==> src/rtl/alu_pipe_pkg.sv <==
// Shared op codes and the clamp/wrap helper for the pipelined ALU.
package alu_pipe_pkg;
  localparam int OP_W = 3;

  localparam logic [OP_W-1:0] OP_ADD    = 3'd0;
  localparam logic [OP_W-1:0] OP_SUB    = 3'd1;
  localparam logic [OP_W-1:0] OP_AND    = 3'd2;
  localparam logic [OP_W-1:0] OP_OR     = 3'd3;
  localparam logic [OP_W-1:0] OP_XOR    = 3'd4;
  localparam logic [OP_W-1:0] OP_MUL    = 3'd5;
  localparam logic [OP_W-1:0] OP_MAC    = 3'd6;
  localparam logic [OP_W-1:0] OP_CLRACC = 3'd7;

  // Widest value sat_trunc can take; callers sign-extend into it.
  localparam int SAT_MAXW = 128;

  typedef struct packed {
    logic                       ovf;
    logic signed [SAT_MAXW-1:0] val;
  } sat_t;

  function automatic sat_t sat_trunc(input logic signed [SAT_MAXW-1:0] value,
                                     input int width, input logic sat);
    logic signed [SAT_MAXW-1:0] hi;
    logic signed [SAT_MAXW-1:0] lo;
    sat_t r;
    hi = $signed({SAT_MAXW{1'b1}} >> (SAT_MAXW - width + 1));
    lo = ~hi;
    r.ovf = (value > hi) || (value < lo);
    if (sat && (value > hi))
      r.val = hi;
    else if (sat && (value < lo))
      r.val = lo;
    else
      r.val = (value <<< (SAT_MAXW - width)) >>> (SAT_MAXW - width);
    return r;
  endfunction
endpackage

==> src/rtl/alu_sat.sv <==
// Output conditioning: optional fixed-point shift, clamp or wrap, and status flags.
module alu_sat
  import alu_pipe_pkg::*;
#(
  parameter int IN_W  = 40,
  parameter int WIDTH = 16,
  parameter int FRAC  = 0,
  parameter int SAT   = 1
) (
  input  logic signed [IN_W-1:0]  value,
  input  logic                    do_shift,
  output logic signed [WIDTH-1:0] result,
  output logic                    flag_z,
  output logic                    flag_n,
  output logic                    flag_v
);
  logic signed [IN_W-1:0] shifted;
  sat_t                   st;
  logic                   unused_hi;

  always_comb begin
    shifted = do_shift ? (value >>> FRAC) : value;
    st      = sat_trunc(SAT_MAXW'(shifted), WIDTH, SAT != 0);
  end

  assign result    = st.val[WIDTH-1:0];
  assign flag_z    = (result == '0);
  assign flag_n    = result[WIDTH-1];
  assign flag_v    = st.ovf;
  assign unused_hi = ^st.val[SAT_MAXW-1:WIDTH];
endmodule

==> src/rtl/alu_pipe.sv <==
// Two-stage signed ALU with MAC accumulator and valid/ready handshakes.
module alu_pipe
  import alu_pipe_pkg::*;
#(
  parameter int WIDTH = 16,
  parameter int FRAC  = 0,
  parameter int GUARD = 8,
  parameter int SAT   = 1
) (
  input  logic                    clk,
  input  logic                    resetn,
  input  logic                    in_valid,
  output logic                    in_ready,
  input  logic signed [WIDTH-1:0] a,
  input  logic signed [WIDTH-1:0] b,
  input  logic [OP_W-1:0]         op,
  output logic                    out_valid,
  input  logic                    out_ready,
  output logic signed [WIDTH-1:0] result,
  output logic                    flag_z,
  output logic                    flag_n,
  output logic                    flag_v
);
  localparam int SUM_W  = WIDTH + 1;
  localparam int PROD_W = 2 * WIDTH;
  localparam int ACC_W  = 2 * WIDTH + GUARD;

  logic en;

  logic                     s1_valid;
  logic [OP_W-1:0]          s1_op;
  logic signed [SUM_W-1:0]  s1_sum;
  logic signed [WIDTH-1:0]  s1_logic;
  logic signed [PROD_W-1:0] s1_prod;
  logic signed [SUM_W-1:0]  sum_next;
  logic signed [WIDTH-1:0]  logic_next;

  logic signed [ACC_W-1:0]  acc_reg;
  logic signed [ACC_W-1:0]  acc_new;
  logic signed [ACC_W-1:0]  acc_next;
  logic signed [ACC_W-1:0]  sat_in;
  logic                     do_shift;
  logic signed [WIDTH-1:0]  sat_result;
  logic                     sat_z;
  logic                     sat_n;
  logic                     sat_v;

  // One enable for both stages: a stalled output freezes the whole pipe.
  assign en       = !out_valid || out_ready;
  assign in_ready = en;

  always_comb begin
    sum_next = (op == OP_SUB) ? SUM_W'(a) - SUM_W'(b) : SUM_W'(a) + SUM_W'(b);
    case (op)
      OP_AND:  logic_next = a & b;
      OP_OR:   logic_next = a | b;
      default: logic_next = a ^ b;
    endcase
  end

  always_ff @(posedge clk or negedge resetn) begin
    if (!resetn) begin
      s1_valid <= 1'b0;
      s1_op    <= OP_ADD;
      s1_sum   <= '0;
      s1_logic <= '0;
      s1_prod  <= '0;
    end else if (en) begin
      s1_valid <= in_valid;
      if (in_valid) begin
        s1_op    <= op;
        s1_sum   <= sum_next;
        s1_logic <= logic_next;
        s1_prod  <= PROD_W'(a) * PROD_W'(b);
      end
    end
  end

  // MAC accumulates the unshifted product; only the reported value is shifted.
  always_comb begin
    acc_new  = acc_reg + ACC_W'(s1_prod);
    acc_next = acc_reg;
    sat_in   = ACC_W'(s1_sum);
    do_shift = 1'b0;
    case (s1_op)
      OP_ADD, OP_SUB: sat_in = ACC_W'(s1_sum);
      OP_AND, OP_OR, OP_XOR: sat_in = ACC_W'(s1_logic);
      OP_MUL: begin
        sat_in   = ACC_W'(s1_prod);
        do_shift = 1'b1;
      end
      OP_MAC: begin
        sat_in   = acc_new;
        do_shift = 1'b1;
        acc_next = acc_new;
      end
      default: begin
        sat_in   = acc_reg;
        do_shift = 1'b1;
        acc_next = '0;
      end
    endcase
  end

  alu_sat #(
    .IN_W (ACC_W),
    .WIDTH(WIDTH),
    .FRAC (FRAC),
    .SAT  (SAT)
  ) u_sat (
    .value   (sat_in),
    .do_shift(do_shift),
    .result  (sat_result),
    .flag_z  (sat_z),
    .flag_n  (sat_n),
    .flag_v  (sat_v)
  );

  always_ff @(posedge clk or negedge resetn) begin
    if (!resetn) begin
      out_valid <= 1'b0;
      result    <= '0;
      flag_z    <= 1'b0;
      flag_n    <= 1'b0;
      flag_v    <= 1'b0;
      acc_reg   <= '0;
    end else if (en) begin
      out_valid <= s1_valid;
      if (s1_valid) begin
        result  <= sat_result;
        flag_z  <= sat_z;
        flag_n  <= sat_n;
        flag_v  <= sat_v;
        acc_reg <= acc_next;
      end
    end
  end
endmodule

==> config.mk <==
export PLATFORM = sky130hd
export DESIGN_NAME = alu_pipe
export DESIGN_NICKNAME = d
export VERILOG_FILES = /design/src/rtl/alu_pipe_pkg.sv /design/src/rtl/alu_sat.sv /design/src/rtl/alu_pipe.sv
export SDC_FILE = /design/constraint.sdc
export NUM_CORES = 1
export LEC_CHECK = 0
export CAP_MARGIN = 20
export CORE_ASPECT_RATIO = 0.6
export CORE_MARGIN = 1
export CORE_UTILIZATION = 55
export DETAILED_ROUTE_END_ITERATION = 8
export PLACE_DENSITY = 0.72
export REMOVE_ABC_BUFFERS = 1
export SLEW_MARGIN = 10
export SYNTH_ARGS = -nofsm -noshare
export SYNTH_HDL_FRONTEND = slang
export SYNTH_SLANG_ARGS = --single-unit
==> constraint.sdc <==
create_clock -name clk -period 5.8 [get_ports clk]
set_input_delay 1.74 -clock clk [delete_from_list [all_inputs] [get_ports clk]]
set_output_delay 1.74 -clock clk [all_outputs]
set_load 0.05 [all_outputs]
* Word-level counts from Yosys, hierarchy flattened *
Cells that the tools add are included.

operators by class
  multiplexer cells = 6
  add/subtract/negate cells = 3
  reduce and logical (&&, ||, !) cells = 11
  $mul = 1
  magnitude comparators = 2
  bitwise operators = 4
  equal/unequal tests = 9

operators with widths
  cell                  number
  $pmux 40 s4           1
  $pmux 40 s2           1
  $add 40x32->40        1
  $gt 40x16->1 const B  1
  $lt 40x16->1 const B  1
  $mul 16x16->32        1
  $mux 16               2
  $pmux 16 s2           1
  $add 16x16->17        1
  $mux 17               1
  $sub 16x16->17        1
  $and 16x16->16        1
  $logic_not 16->1      1
  $or 16x16->16         1
  $xor 16x16->16        1
  $eq 3x2->1 const B    4
  $eq 3x3->1 const B    3
  $eq 3x1->1 const B    2
  $reduce_or 6->1       1
  $reduce_and 2->1      2
  $logic_not 3->1       1
  $reduce_and 3->1      1
  $reduce_or 3->1       1
  $logic_or 1x1->1      2
  3 further kinds       3

word-level totals
  logic and storage cells = 47
  input port bits = 39
  register bits = 129
  output and inout port bits = 21

* Depth between registers and ports, before layout *
Gate-level depths: netlist of the first run.

  depth after elaboration = 7
  mapped depth = 27

* Hierarchy *
A second synthesis of the first run with hierarchy kept.

unflattened totals
  cell total of the unflattened synthesis = 2,354
  area, all modules = 19,797.7 sq um

by module, submodules not included
  module    times used  area each (sq um)  cells each
  alu_pipe  1           19,286.0           2,290
  alu_sat   1           511.7              64

* Least setup slack after synthesis of the first run *
OpenSTA, ideal clock, no wires.

  path kind = input-to-reg
  start point = input port a[15]
  end point = register s1_prod[30]
  cell stages on the path = 23
  library setup time = 0.129 ns
  path slack = -2.509 ns
  data arrival time = 8.180 ns
  path through = clkbuf_1 -> clkinv_1 -> nor2_1 -> fa_1 -> fa_1 -> inv_1 -> fa_1 -> inv_1 -> fa_1 -> inv_1 -> fa_1 -> fa_1 -> inv_1 -> ha_1 -> a21o_1 -> a21oi_1 -> nor2b_1 -> or3_1 -> o221a_2 -> or4_1 -> a31oi_1 -> xor2_1 -> o21ai_1

between the ends
  longest elaborated chain between the ends = 1

ends and longest elaborated chain
  what                  RTL line        source
  from (decl)           alu_pipe.sv:14  input logic signed [WIDTH-1:0] a,
  $mul 16x16->32        alu_pipe.sv:74  s1_prod <= PROD_W'(a) * PROD_W'(b);
  to (signal assigned)  alu_pipe.sv:74
  to (decl)             alu_pipe.sv:34  logic signed [PROD_W-1:0] s1_prod;

Every way passes these cells.
A chain may end at the register's enable or synchronous reset.

* Worst setup path after layout of the first run *
  start point = input port b[9]
  end point = register s1_prod[30]

between the ends
  longest elaborated chain between the ends = 1

ends and longest elaborated chain
  what            RTL line        source
  from (decl)     alu_pipe.sv:15  input logic signed [WIDTH-1:0] b,
  $mul 16x16->32  alu_pipe.sv:74

Every way passes these cells.

==> results of run 1 <==
stage by stage:
step / instance area [sq um] / setup TNS, ns / std cells
6_report: 25600 / -24.92 / 3237
5_1_grt: 25600 / -29.20 / 3236
4_1_cts: 25000 / -24.30 / 3206
3_5_place_dp: 23300 / -50.03 / 3127
3_3_place_gp: 23300 / -49.05 / 3127
2_1_floorplan: 19900 / -24.30 / 2306
metal layers:
metal / vias to the layer above / GRT usage / share of wire
met3: 99 / 0.124 / 0.13
met4: 0 / 0.0626 / 0.015
li1: 8649 / - / -
met5: - / 0 / 0
met1: 9512 / 0.581 / 0.45
met2: 1109 / 0.529 / 0.40
worst max path at each step:
stage | start | slack (ns) | to
2_1_floorplan | a[15] | -2.24 | s1_prod[30]$_DFFE_PN0P_
3_3_place_gp | b[7] | -2.86 | s1_prod[31]$_DFFE_PN0P_
3_5_place_dp | b[7] | -2.94 | s1_prod[31]$_DFFE_PN0P_
4_1_cts | a[6] | -1.91 | s1_prod[30]$_DFFE_PN0P_
5_1_grt | a[6] | -2.04 | s1_prod[30]$_DFFE_PN0P_
6_report | b[9] | -1.84 | s1_prod[30]$_DFFE_PN0P_
repair_timing:
| item | 4_1_cts | 5_1_grt |
|---|---|---|
| gates resized for setup | 295 | 132 |
| setup buffers | 47 | 33 |
| gates cloned | 0 | 0 |
| hold endpoints to repair | 0 | 0 |
| pin swaps | 81 | 85 |
| setup endpoints to repair | 25 | 24 |
worst max-delay path, stage by stage:
cell and delay [ns]:
clkdlybuf4s15_2 0.20, buf_12 0.14, buf_4 0.15, inv_4 0.06
nor2_2 0.04, fa_1 0.54, inv_2 0.05, fa_1 0.47
fa_2 0.61, fa_1 0.46, fa_2 0.51, fa_1 0.57
inv_2 0.05, ha_4 0.23, a21oi_2 0.11, o21bai_1 0.08
a21o_1 0.21, a21oi_2 0.14, nor2b_1 0.06, or3_1 0.33
o221a_4 0.24, or4_4 0.43, a31oi_4 0.20, xor2_1 0.19
o21ai_1 0.10
cells by family after synthesis:
family | count (synthesis) | share of synthesized area
xor+xnor | 99 | 0.0425
flops | 128 | 0.157
fa+ha+maj | 435 | 0.364
compound gates | 506 | 0.161
simple gates | 733 | 0.159
buf+inv | 481 | 0.0921
mux | 46 | 0.0242
synthesized netlist by cell type, drive strengths merged (4+ instances only):
cell	number	area (sq um)
a211oi	18	165
a21o	32	240
a21oi	142	729
a221oi	5	43.8
a22o	15	131
a311oi	6	58.8
a31oi	16	121
and2	9	56.3
and3	13	81.3
buf	42	233
clkbuf	80	300
clkinv	14	52.6
dfrtp	128	3200
fa	264	5290
ha	171	2140
inv	345	1290
mux2	27	304
mux2i	19	190
nand2	330	1240
nand2b	8	50.1
nand3	41	218
nand4	29	218
nand4b	5	43.8
nor2	211	795
nor2b	12	75.1
nor3	41	210
nor4	6	50.0
o2111ai	5	43.8
o211ai	12	90.1
o21a	12	90.1
o21ai	143	727
o21bai	21	158
o22ai	7	43.8
o31ai	25	188
o41ai	4	42.6
or2	7	43.8
or3	7	43.8
or4	7	56.3
xnor2	68	596
xor2	31	272
layout make-up:
type	instances	area [sq um]
inverter	359	1410
clock inverter	15	189
timing repair buffer	422	3570
clock buffer	17	425
multi-input combinational	1819	16200
tap	476	596
fill	2826	10800
antenna	1	2.50
sequential	128	3200
cells in the final DEF, fill, tap and decap left out, types with 25 or more instances in the layout:
| cell | synthesis | layout |
|---|---|---|
| nor3_1 | 40 | 37 |
| nand2_1 | 329 | 318 |
| buf_4 | 10 | 304 |
| xnor2_1 | 68 | 60 |
| o21ai_0 | 129 | 122 |
| buf_6 | 2 | 46 |
| nand3_1 | 40 | 38 |
| nor2_1 | 210 | 175 |
| ha_1 | 171 | 145 |
| nand4_1 | 26 | 26 |
| a21o_1 | 32 | 32 |
| inv_2 | 3 | 40 |
| dfrtp_1 | 128 | 128 |
| inv_1 | 342 | 298 |
| fa_1 | 264 | 244 |
| a21oi_1 | 137 | 126 |
| nor2_2 | 1 | 25 |
| xor2_1 | 31 | 27 |
| clkdlybuf4s50_1 | 0 | 27 |
| mux2_2 | 26 | 25 |
==> metrics.md, run 1 <==
| Metric | Value |
|---|---|
| Critical path capture point type | flop |
| Final net count | roughly 3200 |
| Distinct cells, synth | 93 |
| Max_cap viols | 0 |
| Worst EP arrival | 7.94 ns |
| Slew headroom | 0.308 |
| Row cnt | 54 |
| Clk root buf | clkbuf_16 |
| R2r setup slk | 0.42 ns |
| H-tree depth | 4 |
| Final core occ | 0.704 |
| Mapped Avg Cell Area | roughly 8.4 sq um |
| Post-synth EDFFs | 0 |
| Ys async rst share | 1.00 |
| Tot GR Track Use | 0.383 |
| Final Hold Viols | 0 |
| Crit path required time | between 6 and 7 ns |
| Yosys reg bits | approximately 130 |
| Sequential area share after synthesis | 0.157 |
| Die area | 37900 sq um |
| Largest net degree at the start of global routing | about 130 |
| HP Class | flop to flop |
| Post-Synthesis Cells | about 2400 |
| Hpwl dp | around 57000 microns |
| R2r worst-path depth | 14 |
| Reg clk slew, reported paths | 0.06 ns |
| Core box area | 36400 sq um |
| Final-report setup violation count | 22 |
| Vias in the first global route | 18900 |
| First-pass GRT wire length | ~110000 microns |
| Critical path class | input port to flop |
| Failing checks | negative setup slack |
| Hold WS | 0.489 ns |
| Area added between synthesis and finish | 25.5% |
| DIE WIDTH | roughly 250 microns |
| Clock latency on the worst-skew pair | ~0.45 ns |
| Detail Route Antenna Nets | 0 |
| # DRC | 0 |
| Final Slew Violations | 0 |
| Worst R2R Start | s1_prod[0]$_DFFE_PN0P_ |
| Tmin final | ~7.6 ns |
| Initial Util | 0.561 |
| RSZ-0062 raised after global routing | true |
| DR vias/cell | about 6.0 |
| Vert. Die Dim | ~150 microns |
| Vias | roughly 19000 |
| Bufs on Longest Clock Path | 2 |
| Mapped Area | roughly 20000 sq um |
| Final cycle utilization of the critical path | 1.32 |
| Initial antenna violation count | 0 |
| HP Start | flag_z$_DFFE_PN0P_ |
| Startpoint Class | input port |
| Synth Flop Type | dfrtp_1 |
| Clock Sinks | around 130 |
| Routability cong. | 0.998 |
| Grt total ovfl | 0 |
| Share of post-route cells with drive strength above 1 | 0.247 |
| CTS buffer count | 17 |
| Hold_buf cts | 0 |
| Iteration-0 DRC Markers | 2183 |
| Pre-CTS WS | -2.94 ns |
| Critical R2R Capture | result[8]$_DFFE_PN0P_ |
| Wire per inst | about 22 microns |
| IO buf count | 59 |
| Ports | 60 |
| Worst-Margin Slew | 1.03 ns |
| TritonCTS clock tree | built |
| Status | finished with violations |
| Final WS setup | -1.84 ns |
| Synth Warn # | 0 |
| Hold EP | flag_z$_DFFE_PN0P_ |
| Crit-path max FO | 5 |
| Skew final | between 0.01 and 0.015 ns |
| Fmax | approximately 0.13 GHz |
| Final WL | 71500 microns |
| Min-Delay Path Depth | 2 |
| Max FFs per register | 40 |
| DR pass1 iterations | 6 |
Power of run 1 is left out: the tool's default activity adds up to more than one toggle a clock period on the data nets, which glitch-free logic cannot reach.
==> inputs of run 2 (changes only) <==
--- a/config.mk
+++ b/config.mk
@@ -12,7 +12,6 @@
 export DETAILED_ROUTE_END_ITERATION = 8
 export PLACE_DENSITY = 0.72
 export REMOVE_ABC_BUFFERS = 1
-export SLEW_MARGIN = 10
 export SYNTH_ARGS = -nofsm -noshare
 export SYNTH_HDL_FRONTEND = slang
 export SYNTH_SLANG_ARGS = --single-unit
==> run 2 against run 1 <==
Compared with the run above:
- final cell count stayed put
- critical path depth stayed put
- sequential share of layout area stayed put
- fmax stayed put
- die area stayed put
- critical path type unchanged
- flip-flop and latch count stayed put
- highest routed layer unchanged
- cell area stayed put
- the run still ends with negative setup slack left
==> metrics.md, run 2 (same netlist as run 1, synthesis figures left out) <==
| Metric | Value |
|---|---|
| First-pass GRT wire length | 109000 microns |
| Vert. Die Dim | 151 microns |
| Crit-path max FO | 5 |
| DR pass1 iterations | 6 |
| Status | finished with violations |
| Final Hold Viols | 0 |
| Initial antenna violation count | 0 |
| Worst-Margin Slew | about 1.0 ns |
| Crit path required time | about 6.1 ns |
| RSZ-0062 raised after global routing | true |
| HP Class | flop to flop |
| Iteration-0 DRC Markers | 2183 |
| Reg clk slew, reported paths | 0.06 ns |
| Final WS setup | -1.84 ns |
| Die area | between 30000 and 40000 sq um |
| Clock latency on the worst-skew pair | 0.45 ns |
| Critical path launch point | b[9] |
| Worst R2R Start | s1_prod[0]$_DFFE_PN0P_ |
| Ports | 60 |
| Skew final | roughly 0.012 ns |
| CTS buffer count | 17 |
| Vias in the first global route | between 15000 and 20000 |
| Tot GR Track Use | 0.383 |
| Largest net degree at the start of global routing | 125 |
| Detail Route Antenna Nets | 0 |
| Area added between synthesis and finish | 25.5% |
| Row cnt | between 50 and 60 |
| HP Start | flag_z$_DFFE_PN0P_ |
| Worst EP arrival | 7.94 ns |
| Tmin final | about 7.6 ns |
| Wire per inst | 22.1 microns |
| Fmax | between 0.1 and 0.15 GHz |
| Failing checks | negative setup slack |
| H-tree depth | 4 |
| Vias | ~19000 |
| Routability cong. | around 1 |
| DR vias/cell | 5.98 |
| Commonest non-fill, non-tap cells in the layout | nand2_1, buf_4, inv_1, fa_1, nor2_1 |
| Clk root buf | clkbuf_16 |
| Share of post-route cells with drive strength above 1 | 0.247 |
| Final WL | 71500 microns |
| Core box area | approximately 36000 sq um |
| R2r worst-path depth | 14 |
| Critical path capture point type | flop |
| TritonCTS clock tree | built |
| Final net count | roughly 3200 |
| Hpwl dp | roughly 57000 microns |
| Startpoint Class | input port |
| # DRC | 0 |
| Slew headroom | 0.308 |
| Setup Total Neg Slack | -24.92 ns |
| Grt total ovfl | 0 |
| Final cycle utilization of the critical path | 1.32 |
| Max FFs per register | 40 |
| Min-Delay Path Depth | 2 |
| Clock Sinks | approximately 130 |
| Initial Util | 0.561 |
| Final Slew Violations | 0 |
| Most common cell after layout, fill and taps aside | nand2_1 |
| Critical path class | input port to flop |
| Hold_buf cts | 0 |
| IO buf count | 59 |
| Bufs on Longest Clock Path | 2 |
| Max_cap viols | 0 |
| DIE WIDTH | between 200 and 300 microns |
| Final-report setup violation count | 22 |
run 2: cell counts in the layout (fill, tap and decap cells not counted):
Identical to the previous run, type by type.
run 2: per-layer routing:
layer | vias to the layer above | GRT usage | wire length [microns]
met5 | - | 0 | 0
met4 | 0 | 0.0626 | 1080
met3 | 99 | 0.124 | 9540
met2 | 1109 | 0.529 | 28400
met1 | 9512 | 0.581 | 32500
li1 | 8649 | - | -
run 2: per-stage QoR:
stage	cells	hold WS, ns	cell area [sq um]	setup slack [ns]	util
6_report	3237	0.489	25600	-1.84	0.704
5_1_grt	3236	0.518	25600	-2.04	0.703
4_1_cts	3206	0.491	25000	-1.91	0.687
3_5_place_dp	3127	0.468	23300	-2.94	0.641
3_3_place_gp	3127	0.469	23300	-2.86	0.641
2_1_floorplan	2306	0.445	19900	-2.24	-
run 2: layout make-up:
class                      count  area (sq um)
tap                          476           596
fill                        2826         10800
multi-input combinational   1819         16200
clock inverter                15           189
clock buffer                  17           425
timing repair buffer         422          3570
inverter                     359          1410
antenna                        1          2.50
sequential                   128          3200
run 2: final timing paths:
| check | slack (ns) | end |
|---|---|---|
| max | -1.84 | s1_prod[30]$_DFFE_PN0P_ |
| min | 0.49 | flag_z$_DFFE_PN0P_ |
| max reg2reg | 0.42 | result[8]$_DFFE_PN0P_ |
| min reg2reg | 0.49 | flag_z$_DFFE_PN0P_ |
| max in group asynchronous | 3.37 | flag_z$_DFFE_PN0P_ |
| min in group asynchronous | 1.36 | s1_sum[1]$_DFFE_PN0P_ |
run 2: critical path: stages:
cell,delay (ns)
clkdlybuf4s15_2,0.20
buf_12,0.14
buf_4,0.15
inv_4,0.06
nor2_2,0.04
fa_1,0.54
inv_2,0.05
fa_1,0.47
fa_2,0.61
fa_1,0.46
fa_2,0.51
fa_1,0.57
inv_2,0.05
ha_4,0.23
a21oi_2,0.11
o21bai_1,0.08
a21o_1,0.21
a21oi_2,0.14
nor2b_1,0.06
or3_1,0.33
o221a_4,0.24
or4_4,0.43
a31oi_4,0.20
xor2_1,0.19
o21ai_1,0.10
run 2: repair_timing:
action	CTS	global route
resized for setup	295	132
endpoints found under the setup margin	25	24
buffers inserted	47	33
pin swaps	81	85
Power of run 2 is left out for the same reason.
==> inputs of run 3 (changes only) <==
--- a/config.mk
+++ b/config.mk
@@ -9,6 +9,7 @@
 export CORE_ASPECT_RATIO = 0.6
 export CORE_MARGIN = 1
 export CORE_UTILIZATION = 55
+export CTS_CLUSTER_SIZE = 10
 export DETAILED_ROUTE_END_ITERATION = 8
 export PLACE_DENSITY = 0.72
 export REMOVE_ABC_BUFFERS = 1
==> constraint.sdc (replaced) <==
create_clock -name clk -period 8.45 [get_ports clk]
set_input_delay 1.69 -clock clk [delete_from_list [all_inputs] [get_ports clk]]
set_output_delay 1.69 -clock clk [all_outputs]
set_load 0.05 [all_outputs]
==> run 3 against run 2 <==
Compared with the run above:
- worst setup slack gained 2.0 ns
- via count shrank 5.9%
- final cell count shrank 5.2%
- register-to-register slack gained 2.4 ns
- hold slack lost 0.0081 ns
- highest routed layer unchanged
- routed wire length shrank 4.9%
- die area is the same
- flip-flop and latch count is the same
- largest cell class unchanged
- clock-buffer cell count grew 1
- cell area shrank 8.9%
- the flow now finishes without violations
==> metrics.md, run 3 (same netlist as run 1, synthesis figures left out) <==
| Metric | Value |
|---|---|
| Core box area | ~36000 sq um |
| Vias in the first global route | roughly 18000 |
| H-tree depth | 4 |
| Area added between synthesis and finish | 14.4% |
| Crit path required time | just under 9 ns |
| Reg clk slew, reported paths | 0.06 ns |
| Final core occ | 0.641 |
| Initial antenna violation count | 0 |
| Vias | around 18000 |
| Crit-path max FO | 2 |
| Pre-CTS WS | -0.193 ns |
| Share of post-route cells with drive strength above 1 | 0.117 |
| Clock Sinks | 128 |
| Routability cong. | 0.969 |
| Hold_buf cts | 0 |
| Count of buffer and inverter cells on the critical path | 7 |
| Wire per inst | 22.2 microns |
| Status | complete, no violations |
| Critical R2R Capture | result[6]$_DFFE_PN0P_ |
| Final net count | just over 3000 |
| Grt total ovfl | 0 |
| Final cycle utilization of the critical path | 0.979 |
| DR pass1 iterations | 8 |
| Critical path class | input port to flop |
| Max_cap viols | 0 |
| Worst EP arrival | between 8 and 9 ns |
| Final WL | 68000 microns |
| Hpwl dp | approximately 56000 microns |
| Ports | 60 |
| Clk root buf | clkbuf_16 |
| Crit path to | s1_prod[31]$_DFFE_PN0P_ |
| Slew headroom | 0.256 |
| Startpoint Class | input port |
| Tot GR Track Use | 0.370 |
| Inserted Diodes | 0 |
| Detail Route Antenna Nets | 0 |
| Hold WS | between 0.4 and 0.5 ns |
| Final Hold Viols | 0 |
| R2r worst-path depth | 14 |
| Critical path launch point | b[7] |
| IO buf count | 59 |
| Final-report setup violation count | 0 |
| Fill cell count | ~3200 |
| Vert. Die Dim | between 150 and 200 microns |
| Largest net degree at the start of global routing | 125 |
| R2r setup slk | around 2.9 ns |
| Clock latency on the worst-skew pair | between 0.4 and 0.5 ns |
| CP top delay family | adder cells |
| Fin cells | 3069 |
| DR vias/cell | about 6 |
| Worst path depth | 27 |
| Tmin final | 8.28 ns |
| Area occupied by multi-input gates | ~15000 sq um |
| FF+latch area | between 3000 and 4000 sq um |
| Die area | between 30000 and 40000 sq um |
| RSZ-0062 raised after global routing | false |
| Placed cells | between 3000 and 4000 |
| Post-CTS setup repair buffer count | 0 |
| HP Start | s1_sum[2]$_DFFE_PN0P_ |
| Row cnt | 54 |
| Commonest non-fill, non-tap cells in the layout | inv_1, nand2_1, fa_1, nor2_1, buf_4 |
| CTS buffer count | 17 |
| # DRC | 0 |
| Bufs on Longest Clock Path | 2 |
| Worst R2R Start | s1_prod[0]$_DFFE_PN0P_ |
| DIE WIDTH | roughly 250 microns |
| First-pass GRT wire length | 105000 microns |
| Most common cell after layout, fill and taps aside | inv_1 |
| Worst-Margin Slew | 1.11 ns |
| Max FFs per register | 40 |
| Crit path largest cell delay | 0.55 ns |
| Crit-path slowest cell | fa_1 |
| Iteration-0 DRC Markers | 1879 |
| Initial Util | 0.561 |
| Skew final | between 0.015 and 0.02 ns |
| Fmax | between 0.1 and 0.15 GHz |
| Final Slew Violations | 0 |
| Final WS setup | approximately 0.17 ns |
| Critical path capture point type | flop |
| TritonCTS clock tree | built |
| HP Class | flop to flop |
-- run 3: cell count changes in the layout (fill, tap and decap cells not counted), moves of 19 or more --
cell             delta
clkdlybuf4s50_1    +30
fa_1               +20
buf_6              -44
ha_1               +26
inv_2              -37
nor2_1             +34
fa_2               -20
nor2_2             -24
buf_4             -122
ha_4               -19
inv_1              +44
-- run 3: worst reg2reg max path: cells and delay by family, from the launching register on --
family	cells	cell delay [ns]
AND/OR/NAND/NOR	5	2.62
AO/OA/AOI/OAI	6	1.60
flip-flops	1	0.41
adder cells (fa/ha/maj)	2	0.69
XOR/XNOR	1	0.17
-- run 3: stage by stage --
step	area, sq um	TNS, ns
final	23300	0
after floorplan	19900	0
after CTS	23300	0
after global placement	22700	-0.149
after global routing	23300	0
after detailed placement	22700	-0.522
-- run 3: routing by layer --
metal / global-route usage / routed length, microns / vias to the layer above
met3: 0.155 / 9380 / 75
met2: 0.479 / 25800 / 865
met4: 0.0577 / 875 / 0
met5: 0 / 0 / -
met1: 0.568 / 32000 / 8979
li1: - / - / 8308
-- run 3: layout make-up --
| type | instances | share of cell area |
|---|---|---|
| multi-input combinational | 1819 | 0.658 |
| sequential | 128 | 0.137 |
| timing repair buffer | 255 | 0.0952 |
| inverter | 359 | 0.0578 |
| tap | 476 | 0.0255 |
| clock buffer | 18 | 0.0188 |
| clock inverter | 14 | 0.00729 |
-- run 3: worst min path at each step --
| stage | end | cells past startpoint | slack [ns] |
|---|---|---|---|
| finish | s1_sum[2]$_DFFE_PN0P_ | 2 | 0.48 |
| global route | result[3]$_DFFE_PN0P_ | 2 | 0.51 |
| CTS | s1_sum[6]$_DFFE_PN0P_ | 2 | 0.48 |
| detailed placement | s1_sum[14]$_DFFE_PN0P_ | 2 | 0.47 |
| global placement | result[1]$_DFFE_PN0P_ | 2 | 0.46 |
| floorplan | s1_sum[3]$_DFFE_PN0P_ | 2 | 0.44 |
-- run 3: repair_timing --
action                                  CTS  global route
gates resized for setup                   0             9
endpoints found under the hold margin     0             0
endpoints found under the setup margin    0             2
Power of run 3 is left out for the same reason.
